## config.mk

```make
export PLATFORM = sky130hd
export DESIGN_NAME = arena_transition_controller
export DESIGN_NICKNAME = d
export VERILOG_FILES = /design/src/rtl/arena_transition_controller.sv
export SDC_FILE = /design/constraint.sdc
export NUM_CORES = 1
export LEC_CHECK = 0
export CORE_MARGIN = 1.5
export CORE_UTILIZATION = 23
export DETAILED_ROUTE_END_ITERATION = 10
export PLACE_DENSITY = 0.43
export SETUP_SLACK_MARGIN = 0.05
export SLEW_MARGIN = 20
export SYNTH_ARGS = -nofsm -noshare
export SYNTH_HDL_FRONTEND = slang
export SYNTH_SLANG_ARGS = --single-unit
export TNS_END_PERCENT = 100
```

## constraint.sdc

```tcl
create_clock -name clk_player_control -period 7.51 [get_ports clk_player_control]
set_input_delay 0.751 -clock clk_player_control [delete_from_list [all_inputs] [get_ports clk_player_control]]
set_output_delay 0.751 -clock clk_player_control [all_outputs]
set_load 0.01 [all_outputs]
```

## src/rtl/arena_transition_controller.sv

```systemverilog
// Arena box transition controller: accepts a target box/gravity command, walks the four
// box edges toward the target at a programmable step rate, then applies the new gravity.
module arena_transition_controller #(
    parameter int DEFAULT_X0 = 200,
    parameter int DEFAULT_Y0 = 160,
    parameter int DEFAULT_X1 = 440,
    parameter int DEFAULT_Y1 = 320,
    parameter int MIN_W      = 40,
    parameter int MIN_H      = 40
) (
    input  logic       clk_player_control,
    input  logic       reset_n,
    input  logic       cmd_valid,
    output logic       cmd_ready,
    input  logic [9:0] cmd_x0,
    input  logic [9:0] cmd_y0,
    input  logic [9:0] cmd_x1,
    input  logic [9:0] cmd_y1,
    input  logic [2:0] cmd_gravity,
    input  logic [3:0] cmd_step,
    output logic [9:0] game_display_x0,
    output logic [9:0] game_display_y0,
    output logic [9:0] game_display_x1,
    output logic [9:0] game_display_y1,
    output logic [2:0] gravity_direction,
    output logic       busy,
    output logic       done,
    output logic       cmd_error
);

    typedef enum logic [1:0] {IDLE, MOVE, DONE} state_t;

    state_t      state_reg, state_next;
    logic [9:0]  edge_reg   [4];
    logic [9:0]  target_reg [4];
    logic [9:0]  edge_next  [4];
    logic [9:0]  cmd_edge   [4];
    logic [3:0]  reached;
    logic [3:0]  step_reg;
    logic [2:0]  gravity_latch_reg;
    logic [2:0]  gravity_reg;
    logic        error_reg;
    logic        cmd_legal;
    logic        accept;
    logic        reject;

    assign cmd_edge[0] = cmd_x0;
    assign cmd_edge[1] = cmd_y0;
    assign cmd_edge[2] = cmd_x1;
    assign cmd_edge[3] = cmd_y1;

    // Widened to 11 bits so x0 + MIN_W cannot wrap near the top of the 10-bit range.
    assign cmd_legal = ({1'b0, cmd_x1} >= ({1'b0, cmd_x0} + 11'(MIN_W)))
                    && ({1'b0, cmd_y1} >= ({1'b0, cmd_y0} + 11'(MIN_H)))
                    && (cmd_x1 <= 10'd639)
                    && (cmd_y1 <= 10'd479)
                    && (cmd_gravity <= 3'd4);

    genvar gi;
    generate
        for (gi = 0; gi < 4; gi++) begin : g_edge
            localparam int DEF = (gi == 0) ? DEFAULT_X0 : (gi == 1) ? DEFAULT_Y0 :
                                 (gi == 2) ? DEFAULT_X1 : DEFAULT_Y1;

            // Distance is taken before any subtraction from the current edge, so no wrap.
            always_comb begin
                edge_next[gi] = edge_reg[gi];
                if (edge_reg[gi] < target_reg[gi]) begin
                    if ((target_reg[gi] - edge_reg[gi]) > {6'd0, step_reg})
                        edge_next[gi] = edge_reg[gi] + {6'd0, step_reg};
                    else
                        edge_next[gi] = target_reg[gi];
                end else if (edge_reg[gi] > target_reg[gi]) begin
                    if ((edge_reg[gi] - target_reg[gi]) > {6'd0, step_reg})
                        edge_next[gi] = edge_reg[gi] - {6'd0, step_reg};
                    else
                        edge_next[gi] = target_reg[gi];
                end
            end

            assign reached[gi] = (edge_next[gi] == target_reg[gi]);

            always_ff @(posedge clk_player_control) begin
                if (!reset_n) begin
                    edge_reg[gi]   <= 10'(DEF);
                    target_reg[gi] <= 10'(DEF);
                end else begin
                    if (accept)
                        target_reg[gi] <= cmd_edge[gi];
                    if (state_reg == MOVE)
                        edge_reg[gi] <= edge_next[gi];
                end
            end
        end
    endgenerate

    always_comb begin
        state_next = state_reg;
        accept     = 1'b0;
        reject     = 1'b0;
        case (state_reg)
            IDLE: begin
                if (cmd_valid) begin
                    if (cmd_legal) begin
                        accept     = 1'b1;
                        state_next = MOVE;
                    end else begin
                        reject = 1'b1;
                    end
                end
            end
            MOVE:    if (&reached) state_next = DONE;
            DONE:    state_next = IDLE;
            default: state_next = IDLE;
        endcase
    end

    always_ff @(posedge clk_player_control) begin
        if (!reset_n) begin
            state_reg         <= IDLE;
            step_reg          <= 4'd1;
            gravity_latch_reg <= 3'd0;
            gravity_reg       <= 3'd0;
            error_reg         <= 1'b0;
        end else begin
            state_reg <= state_next;
            error_reg <= reject;
            if (accept) begin
                step_reg          <= (cmd_step == 4'd0) ? 4'd1 : cmd_step;
                gravity_latch_reg <= cmd_gravity;
                gravity_reg       <= 3'd0;
            end
            if (state_reg == DONE)
                gravity_reg <= gravity_latch_reg;
        end
    end

    assign game_display_x0   = edge_reg[0];
    assign game_display_y0   = edge_reg[1];
    assign game_display_x1   = edge_reg[2];
    assign game_display_y1   = edge_reg[3];
    assign gravity_direction = gravity_reg;
    assign cmd_ready         = (state_reg == IDLE);
    assign busy              = (state_reg == MOVE);
    assign done              = (state_reg == DONE);
    assign cmd_error         = error_reg;

endmodule

```

-- Word level (Yosys, flattened, before mapping)
Memories as Yosys holds them, arrays and structs flattened.
Cells that the tools add are included.
- memory bits (writable): 80
- bits in registers: 13
- memories kept: 2
- input bits: 50
- logic and storage cells: 115
- output and inout bits: 47
- multiplexer cells: 42
- bitwise gates (word level): 8
- eq/ne operators: 9
- reductions and logical operators: 10
- order comparisons: 21
- $add $sub $neg: 18
- memories (name ; words ; width ; rd ports ; clocked after Yosys merged registers in ; wr ports ; RTL line ; source):
    edge_reg ; 4 ; 10 ; 4 ; 0 ; 4 ; 34 ; logic [9:0] edge_reg [4];
    target_reg ; 4 ; 10 ; 4 ; 0 ; 4 ; 35 ; logic [9:0] target_reg [4];
- operators with widths (operator ; number):
    $mux 10 ; 24
    $gt 10x4->1 ; 8
    $sub 10x10->10 ; 8
    $add 10x4->10 ; 4
    $eq 10x10->1 ; 4
    $gt 10x10->1 ; 4
    $lt 10x10->1 ; 4
    $sub 10x4->10 ; 4
    $add 10x6->11 const B ; 2
    $ge 10x11->1 ; 2
    $mux 1 ; 11
    $le 10x10->1 const B ; 1
    $le 10x9->1 const B ; 1
    $or 1x1->1 ; 8
    $mux 2 ; 3
    $mux 3 ; 2
    $reduce_and 3->1 ; 2
    $logic_and 1x1->1 ; 4
    $logic_not 4->1 ; 1
    $mux 4 ; 1
    $ne 2x1->1 const B ; 2
    $pmux 2 s2 ; 1
    $reduce_and 4->1 ; 1
    $le 3x3->1 const B ; 1
    5 further kinds ; 5

-- Logic depth before layout (Yosys ltp)
Gate-level depths: netlist (run 1).
- depth after elaboration: 13
- depth in mapped cells: 21
- depth with buffers taken out: 19

-- Least setup slack after synthesis (run 1)
Ideal clock, no wire load.
- kind: input to register
- start point: in cmd_y1[0]
- end point: mem target_reg[0][0], enable pin
- arrival: 3.852 ns
- setup time: 0.537 ns
- path buffers: 1
- cell stages on the path: 14
- required time: 6.973 ns
- slack: 3.121 ns
- cells stage by stage: inv_1 -> ha_1 -> nand2b_1 -> a21o_1 -> a21o_1 -> a21o_1 -> a21o_1 -> a21oi_1 -> o21ai_0 -> a21o_1 -> a21oi_1 -> nor3_1 -> clkbuf_1 -> nand2b_1
- RTL lines (what ; RTL line ; source):
    from (decl) ; 18 ; input logic [9:0] cmd_y1,
    to (decl) ; 35 ;

==> results.toml, run 1 <==
[run_status]
status = "finished clean"

[route]
dr.pass1.iters = 5
vias = 14300
drtIter0Drc = 1274
avgViaCountPerCell = 5.34
wl_mm = 57.5
drtAntennaViolNets = 0
wire_per_inst_um = 21.5
post-route-drc-count = 0

[critical_path]
cp_data_arrival_time_ns = 5.75
path_cells = "inv_1, ha_1, nor2b_1, o31a_1, a21oi_1, ha_1, a211oi_1, o21ai_0, o211ai_1, o2111ai_1, nor4_4, buf_4, a21oi_1, a21o_1, o221a_2, a211oi_1, nand4_1, nor4_2, and2_1"
critical-path-max-stage-delay_ns = 0.88
crit_fanout = 19
cp-end-kind = "flop"
r2r_end = "state_reg[1]"
regToRegStartpoint = "edge_reg[2][1]"
cp_slowest_cell = "nor4_4"
cp.required_ns = 7.83
cp-start-kind = "flop"
r2r_cells = 19
r2r_setup_slack_ns = 2.07
critPathTopFamily = "compound AO/OA/AOI/OAI gates"
path_class = "flop to flop"
crit_buf_inv = 2

[min_path]
min_to = "gravity_latch_reg[2]"
min_from = "gravity_latch_reg[2]"
hold_path.class = "flop to flop"
whs_path_depth = 2

[floorplan]
core_um2 = 61500
initial_core_util_pct = 23.2
die_x_um = 252
die_height_um = 252
pin_count = 97
rows = 91
dieArea_um2 = 63500

[global_routing]
grt_pass1_wl_mm = 86.5
grt_usage_pct = 17.8
grt_max_degree = 41
grt_pass1_vias = 13800
gr-total-overflow = 0
antenna_found_initial = 0

[yosys]
yosys.area.top_type = "edfxtp_1"
syn_area_per_cell_um2 = 7.75
synth_area_um2 = 14300
synth_cells = 1840
ys_warn_count = 0
ys.flop_type = "edfxtp_1"
synth-seq-cells = 93
ys_seq_area_share_pct = 18.7
synth.distinct_cells = 98
synthTopCellsByArea = "edfxtp_1 17%, ha_1 14%, a21oi_1 5.3%"
synth.net_count = 2064
synthArstFlopShare_pct = 0
synth_edf_count = 80
synthDominantCellAreaShare_pct = 16.8

[pwr]
ir_drop_mv = 0.110
leakagePower_nw = 6.26
total_power_w = 0.00184
powerDensity_nw_per_um2 = 113

[layout]
final_nets = 2099
final_cell_mix = "158 x ha_1, 152 x a21oi_1, 147 x nor2_1"
layout-drive-gt1-share_pct = 5.11
syn2layout_area_growth_pct = 14.5
antenna_cells = 0
final_common_cell = "ha_1"

[clocking]
ctsHoldBuffers = 0
cts_sinks = 93
cts-root-buf = "clkbuf_16"
cts_setup_buffers = 0
cts.reportedPaths.clkPinSlew_ns = 0.09
cts_htree_levels = 3
cts_buffer_depth = 2
clk_latency_ns = 0.38
cts_made_buffers = 9
cts_tree = "built"
cts_resized = 0

[run]
maxCapViolCount = 0

[sta]
timing.fmax_mhz = 184
setup_viol = 0
worstMarginPinSlew_ns = 1.06
final.min_clock_period_ns = 5.44
finalCritPeriodShare_pct = 72.4
finalMaxSlewViolations = 0
maxSlewHeadroom_pct = 28.6
fin_ws_ns = 2.07
skew_ns = 0.0158
tns_ns = 0
hold_viol = 0
rsz0062_at_grt = "false"

[placed_design]
hpwl_mm = 44.8
gp_congestion = 0.901
io_buffers = 96
place_ws_ns = 2.11
through the flow:
step | util [%] | instances | cell area (µm²) | hold WS, ns
global route | 26.6 | 2670 | 16300 | 0.560
CTS | 26.6 | 2670 | 16300 | 0.523
floorplan | - | 1840 | 14300 | 0.482
finish | 26.6 | 2670 | 16300 | 0.520
global placement | 26.1 | 2654 | 16000 | 0.496
detailed placement | 26.1 | 2654 | 16000 | 0.504
power breakdown:
| group | switching, W | internal, W |
|---|---|---|
| combinational | 0.000434 | 0.000293 |
| sequential | 0.0000408 | 0.000577 |
| clock | 0.000261 | 0.000236 |
per-layer routing:
layer,vias to the layer above,GRT usage (%),routed length (µm)
li1,6861,-,-
met3,84,2.59,3080
met4,0,5.77,1650
met5,-,0,0
met1,6835,24.4,26800
met2,471,28.4,25900
worst max-delay path by stage:
stage              startpoint          endpoint  slack (ns)  depth (start not counted)
6_report       edge_reg[2][1]      state_reg[1]        2.07                         19
5_1_grt        edge_reg[2][1]      state_reg[1]        1.60                         19
4_1_cts        edge_reg[2][1]      state_reg[1]        2.07                         19
3_5_place_dp   edge_reg[2][1]      state_reg[0]        2.11                         19
3_3_place_gp   edge_reg[2][1]      state_reg[0]        2.25                         19
2_1_floorplan       cmd_y1[0]  target_reg[0][0]        3.12                         14
worst reg2reg max path, stage by stage (launching register included):
cell and delay, ns:
edfxtp_1 0.64, inv_1 0.16, ha_1 0.34, nor2b_1 0.16, o31a_1 0.26, a21oi_1 0.13, ha_1 0.28, a211oi_1 0.22
o21ai_0 0.11, o211ai_1 0.13, o2111ai_1 0.20, nor4_4 0.88, buf_4 0.39, a21oi_1 0.07, a21o_1 0.18, o221a_2 0.25
a211oi_1 0.24, nand4_1 0.18, nor4_2 0.35, and2_1 0.19
area by class of cell:
type | instances | area [µm²]
multi-input cells | 1509 | 10700
flip-flops and latches | 93 | 2660
repair buffers | 125 | 1180
well taps | 790 | 988
clock buffers | 9 | 225
clock inverters | 7 | 78.8
fillers | 6738 | 45200
inverters | 137 | 514
Yosys cell counts (6+ instances only):
library cell    n
nand4_1        32
nor3b_1         9
and2_1         34
a211oi_1       41
nor2_1        147
buf_2          16
a21oi_1       152
a31oi_1        21
or2_2           7
ha_1          158
o31ai_1         9
nand2_1       135
o211ai_1       32
a22oi_1         6
o21bai_1        8
o21a_1         24
a211o_1        11
nand2b_1       44
edfxtp_1       80
or4_1           9
dfxtp_1        13
o221ai_1       18
or3_1          11
nand3_1        51
a311oi_1        9
clkbuf_1       75
a221oi_1        6
o32ai_1         6
xnor2_1        64
inv_1         136
o2111ai_1      10
xor2_1         34
o21ai_1         8
o31a_1         10
nor2b_1        30
o21ai_0       107
fa_1           16
and3_1         10
nor3_1         47
o22ai_1        11
mux2i_1        30
nor4_1         20
a21o_1         25
cell families (layout without fill, tap and decap cells):
kind of cell / after synthesis / in the layout / synth area share (%)
and+or+nand+nor: 620 / 620 / 22.6
AOI/OAI and AO/OA: 584 / 584 / 27.6
buffers and inverters: 238 / 278 / 6.69
adders and majority gates: 174 / 174 / 16.1
xor gates and xnor gates: 98 / 98 / 6.02
DFF: 93 / 93 / 18.7
muxes: 32 / 32 / 2.26
other: 1 / 1 / 0.0263
No activity file was read; power rests on OpenSTA's default activity.
==> run 2: changes to the inputs <==
clock period = 5.4 ns   (was 7.51 ns; I/O delays follow)
==> run 2 against run 1 <==
First-iteration DRC count fell by 8.0%; sequential share of layout area is 0.25 points lower; die area unchanged; final cell count up 1.3%; sequential power increased by 36%; non-clock buffer count up 35.
==> results.toml, run 2 (same netlist as run 1, synthesis figures left out) <==
[floorplan]
core_um2 = 61500
die_x_um = 252
dieArea_um2 = 63500
pin_count = 97
rows = 91
initial_core_util_pct = 23.2
die_height_um = 252

[global_routing]
grt_max_degree = 36
grt_usage_pct = 18.2
grt_pass1_wl_mm = 88.6
gr-total-overflow = 0
grt_pass1_vias = 14000
antenna_found_initial = 1

[route]
drtAntennaViolNets = 0
wl_mm = 59.1
dr.pass1.iters = 5
post-route-drc-count = 0
avgViaCountPerCell = 5.37
vias = 14500
drtIter0Drc = 1172
wire_per_inst_um = 21.8

[critical_path]
r2r_end = "state_reg[1]"
r2r_cells = 15
r2r_setup_slack_ns = 0.37
cp-end-kind = "flop"
cp_slowest_cell = "or3_2"
path_cells = "ha_1, nor2b_1, o31ai_1, a21boi_0, ha_1, a21oi_1, a21oi_1, or4_4, or3_2, nand2_1, o21ai_0, o21ai_0, o221ai_1, nor4_2, and2_1"
cp-start-kind = "flop"
path_class = "flop to flop"
critical-path-max-stage-delay_ns = 0.65
crit_fanout = 18
regToRegStartpoint = "target_reg[3][1]"
cp.required_ns = 5.72
cp_data_arrival_time_ns = 5.35

[clocking]
cts_buffer_depth = 2
cts-root-buf = "clkbuf_16"
cts_tree = "built"
cts_sinks = 93
clk_latency_ns = 0.39
cts_htree_levels = 3
cts_made_buffers = 9
ctsHoldBuffers = 0
cts.reportedPaths.clkPinSlew_ns = 0.08

[layout]
antenna_cells = 0
fillers = 6683
finalNonFillerCells = 2705
final_nets = 2134
layout-drive-gt1-share_pct = 6.89
syn2layout_area_growth_pct = 16.2
final_common_cell = "ha_1"
final_cell_mix = "158 x ha_1, 152 x a21oi_1, 147 x nor2_1"

[pwr]
ir_drop_mv = 0.129
p_int_w = 0.00155
swShare_pct = 40.0
combPwrFrac_pct = 41.0
powerDensity_nw_per_um2 = 155
p_clk_share_pct = 26.4
leakagePower_nw = 6.43
switching_power_w = 0.00103
p_seq_share_pct = 32.6

[sta]
final.min_clock_period_ns = 5.03
worstMarginPinSlew_ns = 1.07
timing.fmax_mhz = 199
hold_viol = 0
tns_ns = 0
rsz0062_at_grt = "false"
fin_worst_hold_slack_ns = 0.535
finalCritPeriodShare_pct = 93.1
finalMaxSlewViolations = 0
skew_ns = 0.0157
maxSlewHeadroom_pct = 28.8
setup_viol = 0

[placed_design]
hpwl_mm = 46.4
dp_cells = 2687
gp_congestion = 0.910
io_buffers = 96

[min_path]
whs_path_depth = 2
min_to = "gravity_latch_reg[2]"
min_from = "gravity_latch_reg[2]"
hold_path.class = "flop to flop"

[run]
maxCapViolCount = 0

[run_status]
status = "finished clean"
## run 2: cell types whose count changed in the layout (fill, tap and decap cells not counted)
cell        before  now
clkinv_8         2    0
inv_6            0    3
clkinv_2         0    1
nand2b_2         2    1
or3_2            0    1
buf_4           29   64
clkinvlp_4       2    1
clkinv_4         1    0
nand2b_4         0    1
or3_1           11   10
## run 2: worst max-delay path, delay by kind of cell (launching register included)
family | cells | cell delay, ns
adder cells (fa/ha/maj) | 2 | 0.66
flip-flops | 1 | 0.55
AND/OR/NAND/NOR | 6 | 2.06
AO/OA/AOI/OAI | 7 | 1.68
## run 2: how the worst max path moves through the flow
stage                   end  cells past startpoint             start  slack [ns]
6_report       state_reg[1]                     15  target_reg[3][1]        0.37
5_1_grt        state_reg[0]                     18    edge_reg[0][0]        0.06
4_1_cts        state_reg[0]                     16    edge_reg[3][2]        0.31
3_5_place_dp   state_reg[0]                     16    edge_reg[3][2]        0.28
3_3_place_gp   state_reg[0]                     16    edge_reg[3][2]        0.35
2_1_floorplan  state_reg[1]                     18    edge_reg[0][1]        1.08
## run 2: repair_timing
| action | in CTS | in global routing |
|---|---|---|
| setup buffers | 0 | 2 |
| resized for setup | 0 | 1 |
| setup endpoints to repair | 0 | 2 |
## run 2: per-layer routing
| metal | routed length, µm | track usage [%] | part of all wire, % |
|---|---|---|---|
| met3 | 2960 | 2.20 | 5.0 |
| met1 | 27700 | 25.2 | 47 |
| met4 | 1200 | 4.77 | 2.0 |
| met2 | 27200 | 29.6 | 46 |
| met5 | 0 | 0 | 0 |
## run 2: final cells by class
| type | count | area, µm² | area share, % |
|---|---|---|---|
| multi-input combinational | 1509 | 10700 | 64.5 |
| inverter | 137 | 514 | 3.10 |
| sequential | 93 | 2660 | 16.1 |
| timing repair buffer | 160 | 1440 | 8.69 |
| clock inverter | 7 | 61.3 | 0.370 |
| clock buffer | 9 | 225 | 1.36 |
| tap | 790 | 988 | 5.96 |
## run 2: per-stage QoR
step	worst slack [ns]	instance area (µm²)	power, W	util, %
floorplan	1.08	14300	0.00155	-
global placement	0.346	16300	0.00189	26.5
detailed placement	0.285	16300	0.00190	26.5
CTS	0.307	16600	0.00259	26.9
global route	0.0556	16600	0.00272	27.0
finish	0.371	16600	0.00258	27.0
## run 2: power by group through the flow
stage          clock network [W]  logic [W]  registers, W
2_1_floorplan                  0   0.000695      0.000852
3_3_place_gp                   0    0.00104      0.000856
3_5_place_dp                   0    0.00104      0.000856
4_1_cts                 0.000704    0.00105      0.000840
5_1_grt                 0.000719    0.00116      0.000842
6_report                0.000680    0.00106      0.000839
==> run 3: changes to the inputs <==
CORE_UTILIZATION = 60   (was 23)
PLACE_DENSITY = 0.86   (was 0.43)
==> run 3 against run 2 <==
Power decreased by 0.92%; hold slack got worse by 0.0051 ns; maximum frequency increased by 1.8%; via count increased by 3.9%; critical path depth increased by 2; global-route usage increased by 21 points; clock-buffer cell count increased by 1; register-to-register slack improved by 0.09 ns; largest power group unchanged.
==> results.toml, run 3 (same netlist as run 1, synthesis figures left out) <==
[run_status]
status = "finished clean"

[layout]
finalNonFillerCells = 2218
final_cell_mix = "158 x ha_1, 152 x a21oi_1, 147 x nor2_1"
final_common_cell = "ha_1"
syn2layout_area_growth_pct = 11.3
final_nets = 2116
fin_util_pct = 67.9
layout-drive-gt1-share_pct = 5.90

[sta]
finalCritPeriodShare_pct = 91.5
fin_ws_ns = 0.459
worstMarginPinSlew_ns = 0.912
setup_viol = 0
hold_viol = 0
skew_ns = 0.0130
fin_worst_hold_slack_ns = 0.529
finalMaxSlewViolations = 0
maxSlewHeadroom_pct = 39.2
timing.fmax_mhz = 202
rsz0062_at_grt = "false"
final.min_clock_period_ns = 4.94
tns_ns = 0

[pwr]
leakagePower_nw = 6.35
ir_drop_mv = 0.126
powerDensity_nw_per_um2 = 161

[critical_path]
r2r_cells = 17
critical-path-max-stage-delay_ns = 0.52
crit_fanout = 10
r2r_setup_slack_ns = 0.46
cp.required_ns = 5.70
r2r_end = "state_reg[1]"
cp-end-kind = "flop"
crit_buf_inv = 2
path_class = "flop to flop"
cp_data_arrival_time_ns = 5.24
regToRegStartpoint = "edge_reg[3][1]"
cp_slowest_cell = "or3_1"
critPathTopFamily = "simple AND/OR/NAND/NOR gates"
path_cells = "buf_4, inv_1, ha_1, nor2b_1, o31ai_1, a21boi_0, ha_1, a21oi_1, a21oi_1, or4_4, or3_1, nand2_1, o21ai_0, o21ai_0, o221ai_1, nor4_2, and2_1"
cp-start-kind = "flop"

[global_routing]
antenna_found_initial = 1
grt_max_degree = 41
grt_pass1_vias = 13900
gr-total-overflow = 0
grt_usage_pct = 39.6
grt_pass1_wl_mm = 76.1

[floorplan]
die_x_um = 157
pin_count = 97
core_um2 = 23400
initial_core_util_pct = 61.0
rows = 56
dieArea_um2 = 24700
die_height_um = 157

[placed_design]
dp_cells = 2200
io_buffers = 96
gp_congestion = 1.01
hpwl_mm = 37.8
place_ws_ns = 0.594

[route]
drtAntennaViolNets = 0
drtIter0Drc = 2243
post-route-drc-count = 0
wire_per_inst_um = 22.2
vias = 15100
dr.pass1.iters = 6
wl_mm = 49.2
avgViaCountPerCell = 6.81

[clocking]
ctsHoldBuffers = 0
cts_htree_levels = 3
cts_tree = "built"
cts_resized = 0
cts_made_buffers = 9
cts-root-buf = "clkbuf_16"
cts_setup_buffers = 0
cts_sinks = 93
clk_latency_ns = 0.37
cts_buffer_depth = 2
cts.reportedPaths.clkPinSlew_ns = 0.08

[min_path]
min_from = "gravity_latch_reg[2]"
hold_path.class = "flop to flop"
min_to = "gravity_latch_reg[2]"
whs_path_depth = 2

[run]
maxCapViolCount = 0
run 3: cell count changes in the layout (fill, tap and decap cells not counted), sizes merged:
cell      change
buf          -18
diode         +2
clkbuf        +1
clkinvlp      -1
run 3: worst max path at each step:
stage,from,endpoint,depth (start not counted)
after floorplan,edge_reg[0][1],state_reg[1],18
after global placement,edge_reg[1][4],state_reg[1],13
after detailed placement,edge_reg[1][4],state_reg[0],13
after CTS,edge_reg[1][4],state_reg[1],13
after global routing,edge_reg[2][2],state_reg[0],18
final,edge_reg[3][1],state_reg[1],17
run 3: power breakdown:
| group | internal (W) | leakage, nW | switching (W) | total, W |
|---|---|---|---|---|
| clock | 0.000354 | 0.156 | 0.000335 | 0.000690 |
| sequential | 0.000802 | 0.879 | 0.0000430 | 0.000845 |
| combinational | 0.000414 | 5.32 | 0.000603 | 0.00102 |
run 3: layer usage:
layer  track usage, %  part of all wire [%]  vias to the layer above  routed length [µm]
met5                0                     0                        -                   0
met4             14.8                   3.6                        0                1790
met3             8.87                    11                      171                5650
met2             62.6                    44                      979               21900
met1             52.8                    40                     7048               19900
li1                 -                     -                     6911                   -
run 3: per-stage QoR:
| step | cell area, µm² | power (W) |
|---|---|---|
| after floorplan | 14300 | 0.00155 |
| after global placement | 15600 | 0.00182 |
| after detailed placement | 15600 | 0.00184 |
| after CTS | 15900 | 0.00252 |
| after global routing | 15900 | 0.00266 |
| final | 15900 | 0.00255 |
run 3: cell type report:
class | instances | area, µm²
Multi-Input combinational cell | 1509 | 10700
Timing Repair Buffer | 142 | 1310
Tap cell | 319 | 399
Inverter | 137 | 514
Clock inverter | 6 | 60.1
Antenna cell | 2 | 5.00
Clock buffer | 10 | 250
Sequential cell | 93 | 2660
Fill cell | 2004 | 7520
run 3: tightest hold or removal path, cell delays in order, from the launching register on:
cell and delay [ns]:
dfxtp_1 0.34, mux2i_1 0.07, nor2b_1 0.09
